==> config.mk <==
export PLATFORM = sky130hd
export DESIGN_NAME = md_issue_ctrl
export DESIGN_NICKNAME = d
export VERILOG_FILES = /design/src/rtl/md_issue_ctrl.sv
export SDC_FILE = /design/constraint.sdc
export NUM_CORES = 1
export LEC_CHECK = 0
export ABC_AREA = 1
export ABC_CLOCK_PERIOD_IN_PS = 1100
export CORE_MARGIN = 3
export CORE_UTILIZATION = 20
export DETAILED_ROUTE_END_ITERATION = 8
export PLACE_DENSITY_LB_ADDON = 0.25
export SETUP_SLACK_MARGIN = 0.4
export SLEW_MARGIN = 20
export SYNTH_ARGS = -nofsm -noshare
export SYNTH_HDL_FRONTEND = slang
export SYNTH_SLANG_ARGS = --single-unit
==> constraint.sdc <==
create_clock -name clk -period 1.1 [get_ports clk]
set_input_delay 0.33 -clock clk [delete_from_list [all_inputs] [get_ports clk]]
set_output_delay 0.33 -clock clk [all_outputs]
set_load 0.02 [all_outputs]
==> src/rtl/md_issue_ctrl.sv <==
// E-stage issue controller for the multiply/divide unit: generates MD start/override
// pulses, shadows MD latency to drive the D-stage stall, and flags busy/protocol mismatches.
module md_issue_ctrl #(
  parameter int MUL_LAT = 5,
  parameter int DIV_LAT = 10
) (
  input  logic        clk,
  input  logic        rst_n,
  input  logic        d_md_use,
  input  logic        e_valid,
  input  logic        e_md_start_req,
  input  logic        e_md_op,
  input  logic        e_md_signed,
  input  logic        e_mt_req,
  input  logic        e_mt_dest,
  input  logic [31:0] e_rs_val,
  input  logic [31:0] e_rt_val,
  input  logic        flush,
  input  logic        md_busy,
  output logic        md_start,
  output logic        md_op,
  output logic        md_signed,
  output logic        md_ovrd,
  output logic        md_ovrd_dest,
  output logic [31:0] md_d1,
  output logic [31:0] md_d2,
  output logic        stall_d,
  output logic        proto_err
);

  typedef enum logic {IDLE, BUSY} state_t;

  localparam logic [3:0] MUL_CNT = 4'(MUL_LAT);
  localparam logic [3:0] DIV_CNT = 4'(DIV_LAT);

  state_t     state, next_state;
  logic [3:0] cnt, next_cnt;
  logic       kill, in_busy, err_now;

  always_ff @(posedge clk) begin
    if (!rst_n) begin
      state     <= IDLE;
      cnt       <= 4'd0;
      proto_err <= 1'b0;
    end else begin
      state <= next_state;
      cnt   <= next_cnt;
      if (err_now)
        proto_err <= 1'b1;
    end
  end

  // A started operation always runs to completion; flush cannot shorten BUSY.
  always_comb begin
    next_state = state;
    next_cnt   = cnt;
    case (state)
      IDLE: begin
        if (md_start) begin
          next_state = BUSY;
          next_cnt   = e_md_op ? MUL_CNT : DIV_CNT;
        end
      end
      BUSY: begin
        if (cnt <= 4'd1) begin
          next_state = IDLE;
          next_cnt   = 4'd0;
        end else begin
          next_cnt = cnt - 4'd1;
        end
      end
      default: begin
        next_state = IDLE;
        next_cnt   = 4'd0;
      end
    endcase
  end

  always_comb begin
    kill     = flush | ~e_valid;
    in_busy  = (state == BUSY);
    md_start = e_md_start_req & ~kill & ~in_busy;
    md_ovrd  = e_mt_req & ~kill & ~in_busy;
    stall_d  = d_md_use & (md_start | in_busy);
    // Shadow counter and MD busy must agree; requests arriving while busy are dropped and flagged.
    err_now  = (md_busy != in_busy)
             | ((e_md_start_req | e_mt_req) & ~kill & in_busy)
             | (e_md_start_req & e_mt_req);
  end

  assign md_ovrd_dest = e_mt_dest;
  assign md_op        = e_md_op;
  assign md_signed    = e_md_signed;
  assign md_d1        = e_rs_val;
  assign md_d2        = e_rt_val;

endmodule

==> results of run 1 <==
-- sequential cells by signal, summed over array words and instances, names as in the netlist --
signal     flops
cnt            4
proto_err      1
in_busy        1
-- cells by family after synthesis --
| kind of cell | Yosys count | share of synthesized area [%] |
|---|---|---|
| buffers and inverters | 79 | 62.0 |
| and+or+nand+nor | 19 | 8.92 |
| AOI/OAI and AO/OA | 15 | 10.6 |
| DFF | 6 | 13.6 |
| xor gates and xnor gates | 2 | 1.98 |
| adders and majority gates | 2 | 2.83 |
-- power breakdown --
group	internal (mW)	switching [mW]	total (mW)
combinational	0.144	0.128	0.272
sequential	0.236	0.0163	0.253
clock	0.250	0.0990	0.349
total	0.630	0.244	0.874
-- what timing repair did --
item | in CTS | in global routing
setup endpoints to repair | 11 | 11
pin swaps | 12 | 9
setup buffers | 4 | 1
hold endpoints to repair | 0 | 0
gates resized for setup | 62 | 10
hold buffers | 0 | 0
-- stage by stage --
step / std cells / setup TNS, ps
floorplan: 123 / 0
global placement: 131 / -7020
detailed placement: 131 / -7080
CTS: 139 / -510
global route: 140 / -1070
finish: 140 / -549
-- layout by cell type (no fill, tap or decap), drive strengths merged, types with 2 or more instances in the layout --
master / instances
a21oi: 6
buf: 26
clkbuf: 4
dfxtp: 6
dlygate4sd2: 3
ha: 2
inv: 12
nand2: 11
nand3: 4
nor2: 4
o21ai: 6
-- synth_stat cells --
master | n | area share [%]
sky130_fd_sc_hd__buf_4 | 67 | 57
sky130_fd_sc_hd__inv_1 | 11 | 4.7
sky130_fd_sc_hd__nand2_1 | 11 | 4.7
sky130_fd_sc_hd__dfxtp_1 | 6 | 14
sky130_fd_sc_hd__o21ai_0 | 6 | 3.4
sky130_fd_sc_hd__a21oi_1 | 5 | 2.8
sky130_fd_sc_hd__nand3_1 | 4 | 2.3
sky130_fd_sc_hd__nor2_1 | 3 | 1.3
sky130_fd_sc_hd__ha_1 | 2 | 2.8
sky130_fd_sc_hd__a21boi_0 | 1 | 0.85
sky130_fd_sc_hd__a21oi_4 | 1 | 1.8
sky130_fd_sc_hd__inv_2 | 1 | 0.42
sky130_fd_sc_hd__nor2_2 | 1 | 0.71
sky130_fd_sc_hd__o211ai_1 | 1 | 0.85
sky130_fd_sc_hd__o21a_1 | 1 | 0.85
sky130_fd_sc_hd__xnor2_1 | 1 | 0.99
sky130_fd_sc_hd__xor2_1 | 1 | 0.99
-- layer usage --
layer,vias up,wire length [µm]
met5,-,0
met4,0,57
met3,16,393
met2,58,768
met1,249,576
li1,246,-
-- cell type report --
class / instances / area, µm² / share of cell area (%)
Multi-Input combinational cell: 38 / 302 / 34.7
Timing Repair Buffer: 30 / 278 / 31.9
Sequential cell: 6 / 128 / 14.7
Tap cell: 50 / 62.6 / 7.19
Inverter: 12 / 55.1 / 6.33
Clock buffer: 4 / 45.0 / 5.18
-- critical path: stages --
cell                      delay (ps)
sky130_fd_sc_hd__buf_6            90
sky130_fd_sc_hd__buf_6           100
sky130_fd_sc_hd__nor2_4          110
sky130_fd_sc_hd__nand2_2          70
sky130_fd_sc_hd__nor2_4           80
sky130_fd_sc_hd__buf_6           110
-- how the worst max path moves through the flow --
stage | start | end | slack, ps | cells after the start
5_1_grt | in_busy | md_start | -170 | 4
2_1_floorplan | cnt[0] | cnt[0] | 70 | 7
3_3_place_gp | e_valid | stall_d | -1130 | 4
4_1_cts | flush | md_ovrd | -150 | 6
6_report | flush | md_ovrd | -130 | 6
3_5_place_dp | e_valid | stall_d | -1140 | 4
==> results_dict.tcl, run 1 <==
set metrics [dict create \
    wl_per_cell_um 12.8 \
    start_kind "input pin" \
    timing.rr.end "cnt[1]" \
    ys_seq_area_share_pct 13.6 \
    dieArea_mm2 0.00525 \
    cts_tree "yes" \
    slew_limit_headroom_pct 80.5 \
    start_util_pct 21.3 \
    clkSinkCount 6 \
    vias_in_the_first_global_route 599 \
    grt_antenna_before_repair 0 \
    clk_path_buf_depth 2 \
    die_h_um 72.5 \
    critical_path_peak_fanout 3 \
    dieWidth_um 72.5 \
    cp.arrival_ps 900 \
    fin_total_pwr_mw 0.874 \
    detailedRoute.firstIterationViolations 12 \
    peakVddDrop_v 0.000386 \
    layout.core_utilization_pct 21.0 \
    synth_area_per_cell_um2 7.18 \
    synth_warnings 0 \
    area_growth_from_synthesis_to_final_layout_pct -1.56 \
    via_per_inst 4.06 \
    outcome "complete, but fails checks" \
    tightest_pin_transition_ps 291 \
    drt_pass1_iterations 4 \
    cts_made_buffers 3 \
    global_route.usage.met3_pct 7.48 \
    setup_repair_after_global_routing_missed_its_margin "yes" \
    gr-max-usage-layer "met2" \
    route.vias.total 569 \
    maxClockFrequency_ghz 0.810 \
    floorplan.core_area_mm2 0.00414 \
    yosys_register_bits 6 \
    placement.io_buffers 13 \
    post_synth_num_cell_types 17 \
    worstReg2RegStart "cnt[0]" \
    total_leakage_power_nw 0.377 \
    hold_viol 0 \
    cellPowerDensity_mw_per_mm2 1000 \
    critPathRequiredTime_ps 770 \
    worstHoldPathType "input pin to register" \
    clk_pin_slew_worst_paths_ps 40 \
    met2_usage_pct 9.50 \
    period_minus_slack_ps 1230 \
    portion_of_the_clock_cycle_consumed_by_the_worst_path_in_the_final_layout_pct 112 \
    cts.root.buffer_cell "sky130_fd_sc_hd__clkbuf_8" \
    floorplan.io_pins 146 \
    failed_checks "setup timing" \
    placement.cell_area_um2 732 \
    drc 0 \
    wirelength_mm 1.80 \
    worst-r2r-setup-slack_ps -70 \
    nets 168 \
    final_report_max_slew_violation_count 0 \
    post_synth_inst_count 123 \
    std_cell_rows 23 \
    num_antenna_cells 0 \
    clkLatencyLatePin_ps 220 \
    net_count_of_the_mapped_netlist 200 \
    setup.worst_path.class "input pin to output port" \
    worst_hold_path.endpoint "proto_err" \
    maximum_number_of_pins_on_one_net_before_global_route_repair 7 \
    r2r_cells 7 \
    min_delay_path_depth 6 \
    grt_util_all_layers_pct 6.82 \
    post_detailed_placement_half_perimeter_wirelength_mm 1.42 \
    grt_first_pass_wirelength_mm 2.82 \
    layout.filler_cells 464 \
    pre_cts_slack_ps -1140 \
    timing.final.ws_setup_ps -135 \
    layout-drive-gt1-share_pct 65.6 \
    place_congestion 0.797 \
    antenna_violating_nets_post_route 0 \
    post_synth_instance_area_um2 883 \
    htreeDepth 1 \
    skew_ps 5.41 \
    timing.hold.ws_ps 563 \
    drv.max_cap_violation_count 0 \
    setup_violations 8 \
    min_from "e_md_start_req" \
    grtUsageMet1_pct 6.04 \
    layout.cell_area.non_filler_um2 870 \
    timing.critical_path.to_type "output port" \
    grt_overflow 0 \
]
No activity file was read; power rests on OpenSTA's default activity.
==> run 2, diff against run 1 <==
Settings changed: CORE_ASPECT_RATIO set to 1.5.
==> run 2 against run 1 <==
The flow still finishes with violations (setup timing). Sequential share of layout area is 0.39 points higher. Global-route usage increased by 0.073 points. Clock skew down 2.2 ps. Combinational power fell by 4%. Design area fell by 2.6%. Total power shrank 2.1%. Hold slack got worse by 44 ps. Flip-flop and latch count unchanged. First-iteration DRC count grew 25%. Critical endpoint is now md_start.
==> results_dict.tcl, run 2 (same netlist as run 1, synthesis figures left out) <==
set metrics [dict create \
    period_minus_slack_ps 1210 \
    antenna_violating_nets_post_route 0 \
    dieArea_mm2 0.00527 \
    cts_tree "yes" \
    timing.critical_path.cells "inv_4 -> nand3_2 -> inv_2 -> buf_6" \
    layout.filler_cells 467 \
    cts.root.buffer_cell "sky130_fd_sc_hd__clkbuf_8" \
    wl_per_cell_um 12.3 \
    holdBufCountCts 0 \
    clkLatencyLatePin_ps 220 \
    cpMaxStageDelayCell "sky130_fd_sc_hd__dfxtp_4" \
    peakVddDrop_v 0.000459 \
    worst-r2r-setup-slack_ps -50 \
    std_cell_rows 29 \
    cp_num_cells 4 \
    largest_reg_flops 4 \
    worstSetupStartpoint "in_busy" \
    worst-path-buf-inv 3 \
    maximum_number_of_pins_on_one_net_before_global_route_repair 7 \
    capture_point_of_the_worst_path "md_start" \
    clk_path_buf_depth 2 \
    dieWidth_um 60.3 \
    vias_in_the_first_global_route 622 \
    grt_first_pass_wirelength_mm 2.77 \
    floorplan.io_pins 146 \
    critical-path-top-delay-family "flip-flops" \
    start_util_pct 20.8 \
    timing.rr.end "cnt[0]" \
    drt_pass1_iterations 2 \
    grt_antenna_before_repair 0 \
    nets 167 \
    crit_path_max_incr_delay_ps 340 \
    critPathRequiredTime_ps 770 \
    grt_overflow 0 \
    r2r_cells 7 \
    wirelength_mm 1.66 \
    portion_of_the_clock_cycle_consumed_by_the_worst_path_in_the_final_layout_pct 110 \
    timing.critical_path.to_type "output port" \
    floorplan.core_area_mm2 0.00425 \
    tightest_pin_transition_ps 282 \
    skew_ps 3.21 \
    register_name_with_the_most_flops "cnt" \
    dp.cells 126 \
    die_h_um 87.4 \
    most_used_cells_in_the_layout_excluding_fill_and_tap_cells "12 x sky130_fd_sc_hd__buf_6, 12 x sky130_fd_sc_hd__buf_4, 7 x sky130_fd_sc_hd__nand2_1" \
    place_congestion 0.731 \
    critical_path_peak_fanout 3 \
    setup_repair_after_global_routing_missed_its_margin "yes" \
    setup.worst_path.class "register to output port" \
    layout-drive-gt1-share_pct 62.9 \
    drc 0 \
    placement.io_buffers 13 \
    route.vias.total 559 \
    htreeDepth 1 \
    num_antenna_cells 0 \
    post_detailed_placement_half_perimeter_wirelength_mm 1.34 \
    detailedRoute.firstIterationViolations 15 \
    drv.max_cap_violation_count 0 \
    maxClockFrequency_ghz 0.825 \
    cellPowerDensity_mw_per_mm2 1010 \
    timing.final.ws_setup_ps -112 \
    grt_util_all_layers_pct 6.89 \
    final_report_max_slew_violation_count 0 \
    via_per_inst 4.14 \
    total_leakage_power_nw 0.370 \
    clkSinkCount 6 \
    final_cell_count_no_fill 135 \
    outcome "complete, but fails checks" \
    worstReg2RegStart "cnt[0]" \
    start_kind "register" \
    failed_checks "setup timing" \
    fin_total_pwr_mw 0.855 \
    final_sum_of_negative_setup_slack_ps -495 \
    clk_pin_slew_worst_paths_ps 40 \
    area_growth_from_synthesis_to_final_layout_pct -4.11 \
    worstHoldPathType "input pin to register" \
    setup_violations 8 \
    hold_viol 0 \
    cp.arrival_ps 880 \
    cts_made_buffers 3 \
    slew_limit_headroom_pct 81.1 \
]
==> run 2: final cells by class <==
cell class | instances | area [µm²] | area share [%]
Multi-Input combinational cell | 38 | 295 | 34.9
Clock buffer | 4 | 45.0 | 5.32
Inverter | 12 | 55.1 | 6.50
Tap cell | 46 | 57.6 | 6.79
Sequential cell | 6 | 128 | 15.1
Timing Repair Buffer | 29 | 267 | 31.5
==> run 2: stage by stage <==
step / utilization (%) / setup slack, ps / hold slack (ps) / instance area, µm²
2_1_floorplan: - / 65.5 / 428 / 1460
3_3_place_gp: 16.9 / -1080 / 533 / 719
4_1_cts: 19.2 / -122 / 506 / 816
3_5_place_dp: 16.9 / -1110 / 540 / 719
6_report: 20.0 / -112 / 520 / 847
5_1_grt: 20.0 / -168 / 583 / 847
==> run 2: how the worst min path moves through the flow <==
stage          slack (ps)         to  depth (start not counted)  startpoint
2_1_floorplan         430  proto_err                          2       rst_n
3_3_place_gp          530  proto_err                          4   proto_err
3_5_place_dp          540  proto_err                          4   proto_err
4_1_cts               510  proto_err                          6       flush
5_1_grt               580     cnt[0]                          2      cnt[0]
6_report              520  proto_err                          6       flush
==> run 2: worst register-to-register path, stage by stage, from the launching register on <==
cell	delay, ps
sky130_fd_sc_hd__dfxtp_2	340
sky130_fd_sc_hd__inv_2	50
sky130_fd_sc_hd__ha_4	150
sky130_fd_sc_hd__inv_2	40
sky130_fd_sc_hd__nand2_2	60
sky130_fd_sc_hd__a21oi_4	220
sky130_fd_sc_hd__nand2_1	80
sky130_fd_sc_hd__a21oi_1	120
==> run 2: layer usage <==
| layer | global-route usage [%] | wire, µm | vias to the layer above |
|---|---|---|---|
| met5 | 0 | 0 | - |
| met4 | 4.44 | 68 | 0 |
| met3 | 6.38 | 322 | 18 |
| met2 | 10.7 | 766 | 51 |
| met1 | 5.38 | 504 | 243 |
| li1 | - | - | 247 |
==> run 2: report_power, final <==
part | leakage [nW] | switching, mW | internal (mW) | total, mW
registers | 0.0511 | 0.0169 | 0.237 | 0.253
clock network | 0.0228 | 0.0925 | 0.249 | 0.341
logic | 0.296 | 0.123 | 0.137 | 0.260
==> run 2: repair_timing <==
item	in CTS	in global routing
gates resized for setup	60	7
endpoints found under the setup margin	11	11
pin swaps	7	4
setup buffers	4	1
